### src/rtl/dma_bus_arbiter.sv
// DMA bus arbiter: halts the CPU via ready and shares the master bus between DMC sample
// fetches and OAM DMA slots. All scheduling happens on CPU-cycle boundaries.
//
// state  | meaning
// IDLE   | CPU owns the bus, ready high
// HALT   | waiting for a CPU read cycle to stall on
// DUMMY  | CPU halted, dummy cycle ahead of a DMC fetch
// ALIGN  | extra cycle so the fetch lands on a get cycle
// DMC_RD | DMC sample read on the master bus
// OAM    | one OAM DMA slot (read RAM or write 0x2004)
`timescale 1ns/1ps
module dma_bus_arbiter #(
  parameter logic GET_PARITY = 1'b0
) (
  input  logic        clk,
  input  logic        rst,
  input  logic        ph1_rising,
  input  logic        ph2_falling,
  input  logic        even_cycle,
  input  logic        cpu_rnw,
  output logic        ready,
  input  logic        dmc_req,
  input  logic [15:0] dmc_addr,
  output logic        dmc_ack,
  output logic [7:0]  dmc_data,
  input  logic        oam_req,
  input  logic        oam_rnw,
  input  logic [15:0] oam_addr,
  input  logic [7:0]  oam_dout,
  output logic        oam_grant,
  output logic [7:0]  oam_rdata,
  output logic        mst_mem_rnw,
  output logic [15:0] mst_mem_address,
  output logic        mst_mem_avalid,
  output logic [7:0]  mst_mem_dout,
  input  logic [7:0]  mst_mem_din
);

  typedef enum logic [2:0] {
    ST_IDLE, ST_HALT, ST_DUMMY, ST_ALIGN, ST_DMC_RD, ST_OAM
  } state_t;

  state_t      state_q, state_d;
  logic        ready_q;
  logic        bus_rnw_q, bus_rnw_d;
  logic [15:0] bus_addr_q, bus_addr_d;
  logic        bus_avalid_q, bus_avalid_d;
  logic [7:0]  bus_dout_q, bus_dout_d;
  logic        dmc_ack_q;
  logic [7:0]  dmc_data_q;
  logic        oam_grant_q;
  logic [7:0]  oam_rdata_q;

  always_comb begin
    state_d = state_q;
    case (state_q)
      ST_IDLE:   if (dmc_req || oam_req) state_d = ST_HALT;
      ST_HALT: begin
        // a CPU write cannot be stalled, so keep waiting for a read
        if (!cpu_rnw)     state_d = ST_HALT;
        else if (dmc_req) state_d = ST_DUMMY;
        else if (oam_req) state_d = ST_OAM;
        else              state_d = ST_IDLE;
      end
      ST_DUMMY:  state_d = ((~even_cycle) == GET_PARITY) ? ST_DMC_RD : ST_ALIGN;
      ST_ALIGN:  state_d = ST_DMC_RD;
      ST_DMC_RD: state_d = oam_req ? ST_OAM : ST_IDLE;
      ST_OAM: begin
        if (dmc_req)      state_d = ST_DUMMY;
        else if (oam_req) state_d = ST_OAM;
        else              state_d = ST_IDLE;
      end
      default:   state_d = ST_IDLE;
    endcase
  end

  always_comb begin
    bus_rnw_d    = 1'b1;
    bus_addr_d   = bus_addr_q;
    bus_avalid_d = 1'b0;
    bus_dout_d   = 8'h00;
    case (state_q)
      ST_OAM: begin
        bus_rnw_d    = oam_rnw;
        bus_addr_d   = oam_addr;
        bus_avalid_d = 1'b1;
        bus_dout_d   = oam_rnw ? 8'h00 : oam_dout;
      end
      ST_DMC_RD: begin
        bus_addr_d   = dmc_addr;
        bus_avalid_d = 1'b1;
      end
      default: ;
    endcase
  end

  always_ff @(posedge clk) begin
    if (rst) begin
      state_q      <= ST_IDLE;
      ready_q      <= 1'b1;
      bus_rnw_q    <= 1'b1;
      bus_addr_q   <= 16'h0000;
      bus_avalid_q <= 1'b0;
      bus_dout_q   <= 8'h00;
      dmc_ack_q    <= 1'b0;
      dmc_data_q   <= 8'h00;
      oam_grant_q  <= 1'b0;
      oam_rdata_q  <= 8'h00;
    end else begin
      dmc_ack_q   <= 1'b0;
      oam_grant_q <= 1'b0;
      if (ph1_rising) begin
        ready_q      <= (state_q == ST_IDLE);
        bus_rnw_q    <= bus_rnw_d;
        bus_addr_q   <= bus_addr_d;
        bus_avalid_q <= bus_avalid_d;
        bus_dout_q   <= bus_dout_d;
      end
      if (ph2_falling) begin
        state_q <= state_d;
        if (state_q == ST_DMC_RD) begin
          dmc_data_q <= mst_mem_din;
          dmc_ack_q  <= 1'b1;
        end
        if (state_q == ST_OAM) begin
          oam_grant_q <= 1'b1;
          if (bus_rnw_q) oam_rdata_q <= mst_mem_din;
        end
      end
    end
  end

  assign ready           = ready_q;
  assign dmc_ack         = dmc_ack_q;
  assign dmc_data        = dmc_data_q;
  assign oam_grant       = oam_grant_q;
  assign oam_rdata       = oam_rdata_q;
  assign mst_mem_rnw     = bus_rnw_q;
  assign mst_mem_address = bus_addr_q;
  assign mst_mem_avalid  = bus_avalid_q;
  assign mst_mem_dout    = bus_dout_q;

endmodule

### config.mk
export PLATFORM = sky130hd
export DESIGN_NAME = dma_bus_arbiter
export DESIGN_NICKNAME = d
export VERILOG_FILES = /design/src/rtl/dma_bus_arbiter.sv
export SDC_FILE = /design/constraint.sdc
export NUM_CORES = 1
export LEC_CHECK = 0
export CORE_UTILIZATION = 39
export DETAILED_ROUTE_END_ITERATION = 16
export GPL_TIMING_DRIVEN = 0
export PLACE_DENSITY = 0.8
export SETUP_SLACK_MARGIN = 0.4
export SYNTH_ARGS = -nofsm -noshare
export SYNTH_HDL_FRONTEND = slang
export SYNTH_SLANG_ARGS = --single-unit
### constraint.sdc
create_clock -name clk -period 1.7 [get_ports clk]
set_input_delay 0.17 -clock clk [delete_from_list [all_inputs] [get_ports clk]]
set_output_delay 0.17 -clock clk [all_outputs]
set_load 0.02 [all_outputs]
# Yosys cells after proc, flatten, opt, wreduce, memory -nomap -nowiden
# Index checks and enable logic that the tools add are counted.
[op_classes]
reduce_logical = 9
n_eq_ne = 6
n_bitwise = 1
mux = 13
[ops]
columns = ["op", "count"]
rows = [
  ["16-bit one-hot mux with 2 select lines", 1],
  ["3-bit one-hot mux with 6 select lines", 1],
  ["8-bit two-way mux", 2],
  ["3-bit two-way mux", 5],
  ["3-bit by 2-bit == test with 1-bit output, second input constant", 2],
  ["3-bit == test, second input constant", 2],
  ["2-bit AND reduction", 3],
  ["1-bit two-way mux", 4],
  ["2-bit OR reduction", 2],
  ["3-bit by 1-bit == test with 1-bit output, second input constant", 1],
  ["3-bit logical NOT", 1],
  ["3-bit AND reduction", 1],
  ["2-bit != test, second input constant", 1],
  ["2-bit nonzero test", 1],
  ["1-bit logical OR", 1],
  ["1-bit inverter", 1],
]
[totals]
in_bits = 57
ff_bits = 48
wordCells = 39
output_inout_bits = 45

# Longest topological paths before layout
[logic_depth]
ltp_word = 4
ltp_mapped = 6
mapped_depth_nobuf = 4

# Worst setup path before layout
# Ideal clock, no wire load.
[synth_path]
path_kind = "register -> register"
startpoint = "register state_q[1]"
endpoint = "register state_q[0]"
setup_ps = 132
setup_slack_ps = 316
stages_incl_launch_ff = 6
n_path_buf = 1
synth_period_minus_slack_ps = 1384
required_time_ps = 1568
arrival_time_ps = 1252
cell_sequence = "dfxtp_1 -> buf_6 -> or4_1 -> o211a_1 -> o31ai_1 -> a21oi_1"
[synth_via]
elab_chain_cells = 3
word_cells_on_any_way = 9
cone_classes = "6 x eq/ne; 1 x mux; 2 x reduce/logical"
[synth_rtl]
columns = ["item", "line_no", "rtl"]
rows = [
  ["start: declaration", "43", "state_t state_q, state_d;"],
  ["start signal: assignment", "120", "state_q <= state_d;"],
  ["3-bit logical NOT", "56", "case (state_q)"],
  ["2-bit != test (no source line)", "n/a", ""],
  ["2-bit AND reduction (no source line)", "n/a", ""],
]
# Several ways; a longest one is shown, not always the timed one.
# A chain may end at the register's enable or synchronous reset.

# Worst setup path after layout
[layout_path]
startpoint = "register state_q[0]"
endpoint = "register state_q[1]"
# The elaborated chain is that of the path after synthesis.

==> out/metrics.cfg <==
[status]
status=finished, final reports clean

[sta]
drv_slew=0
hold_viol=0
fin_worst_hold_slack_ns=0.239
worst_clock_skew_ns=0.00816
fin_crit_ns=1.43
worst_pin_slew_ns=0.530
fmax_ghz=0.700
max_slew_margin=0.647
setup_slack_ns=0.271
setup_viol=0
rsz0062_at_grt=true
fin_crit_sh=0.841

[global_route]
track_usage=0.226
antenna_found_initial=0
grt_overflow_total=0
busiest_layer=met2
use_met3=0.0889
grt_pass1_wl_mm=9.14
grtUsageMet2=0.380
grt_pass1_vias=1969
met1_usage=0.266
grt_max_degree=16

[floorplanning]
fp.dieArea_um2=5250
start_util=0.407
pin_count=102
core_area_um2=4750
dieWidth_um=72.4
rows=25
die_h_um=72.4

[detailed_routing]
avgRoutedWirePerCell_um=14.5
routed_wirelength_mm=6.04
drt-pass1-iter-count=4
first_iter_violations=92
drc=0
ant_nets=0
routed_via_density=5.11
vias=2130

[clocking]
cts_tree=yes
path_clk_slew_ns=0.09
clock_sink_count=48
cts-root-buf=clkbuf_8
worstSkewPairLatency_ns=0.30
ctsHoldBuffers=0
clockBufferDepth=2
h-tree-depth=2
cts-buffers-inserted=5

[place]
hpwl_mm=4.08
dpl-instance-area_um2=3010
gp_congestion=0.767
io_buffers=99
place_ws_ns=-0.211

[logic_synthesis]
muxShareOfSynthArea=0
synthXorXnorAreaFrac=0
ys_seq_area_frac=0.497
synth_fa_ha_area_frac=0
synth_top_family_by_area=simple AND/OR/NAND/NOR gates
synth-compound-area-share=0.225
ys_seq_elements=48
synth.distinct_cells=36
syn-cell-area_um2=1930
syn_nets=287
synth_simple_gate_area_frac=0.228
postSynthAreaPerCell_um2=8.41
syn_inst=230
synth_warnings=0

[setup_path]
path_max_fanout=4
crit_path_end_kind=flop
path_class=reg2reg
cp-start-kind=flop
cp.required_ns=1.87
crit_arrival_ns=1.60

[job]
maxCapViolCount=0

[layout]
drive_above_1_share=0.200
fin_area_um2=3470
final_common_cell=clkdlybuf4s50_1
area_growth_pct=79.4
n_antenna_cell=0
fin_util=0.730
final_cell_mix=clkdlybuf4s50_1 (54), nand2_1 (49), dfxtp_1 (45), dlygate4sd2_1 (45), a21oi_1 (38)
layout.nets=406

[pwr]
power_density_nw_per_um2=662
ir_drop_mv=0.449
power_uw=2300
p_leak_uw=0.00141

[hold_path]
hold_path_class=in2reg

[critical path: stages, from the launching register on]
cell and delay [ns]:
dfxtp_4 0.37, or4_4 0.51, o211a_4 0.25, o21ai_1 0.08
a21oi_1 0.08
[metrics by stage]
stage	cells	TNS [ns]
global placement	396	-1.54
CTS	415	0
finish	417	0
global route	417	0
floorplan	230	0
detailed placement	396	-1.71
[synthesized netlist by cell type, drive strengths merged]
cell	number	area (um^2)
a211oi	1	7.51
a21oi	45	225
a22oi	1	7.51
and2	1	6.26
and3b	1	8.76
and4	1	8.76
buf	9	51.3
clkbuf	10	38.8
dfxtp	48	961
inv	2	7.51
nand2	50	188
nand2b	3	18.8
nand3	1	5.00
nand3b	2	27.5
nand4	1	6.26
nor2	14	52.6
nor2b	10	65.1
nor3	2	10.0
nor3b	2	20.0
nor4	1	6.26
nor4bb	1	10.0
o211a	1	10.0
o21ai	2	10.0
o21bai	1	7.51
o221a	1	11.3
o221ai	16	140
o31ai	1	7.51
o41ai	1	8.76
or4	1	7.51
[path summary, 6_finish.rpt]
path | to | depth (start not counted) | slack (ns) | from
setup / recovery | state_q[1] | 4 | 0.27 | state_q[0]
setup reg to reg | state_q[1] | 4 | 0.27 | state_q[0]
hold reg to reg | dmc_data[3] | 2 | 0.45 | dmc_data[3]
hold / removal | oam_grant | 3 | 0.24 | ph2_falling
[layout make-up]
cell class / instances / area [um^2]
clock inverter: 2 / 38.8
clock buffer: 6 / 82.6
tap: 67 / 83.8
buffer: 19 / 145
multi-input combinational: 161 / 1060
fill: 370 / 1280
timing repair buffer: 112 / 1090
inverter: 2 / 7.51
sequential: 48 / 967
[report_power, final]
part	switching, uW	internal (uW)
sequential	5.65	1130
combinational	126	164
clock	388	481
[repair_timing]
| item | 4_1_cts | 5_1_grt |
|---|---|---|
| setup buffers | 10 | 1 |
| resized for setup | 66 | 46 |
| endpoints found under the setup margin | 91 | 44 |
| pin swaps | 5 | 28 |
| cloned | 1 | 1 |
[flip-flops by register name (all words and copies together), names as in the netlist]
name	flops
mst_mem_avalid	1
ready	1
state_q	3
mst_mem_rnw	1
oam_rdata	8
mst_mem_address	16
mst_mem_dout	8
dmc_ack	1
oam_grant	1
dmc_data	8
[routing by layer]
layer	routed length, um	part of all wire	up-vias
met4	51	0.0084	0
met5	0	0	-
met1	2420	0.40	983
met3	543	0.090	5
li1	-	-	1040
met2	3030	0.50	102
[cells by family (layout without fill, tap and decap cells)]
group,after synthesis,in the layout
buffers and inverters,21,141
AO/OA/AOI/OAI,70,70
flip-flops,48,48
AND/OR/NAND/NOR,91,91
Power figures use the tool's default switching activity.
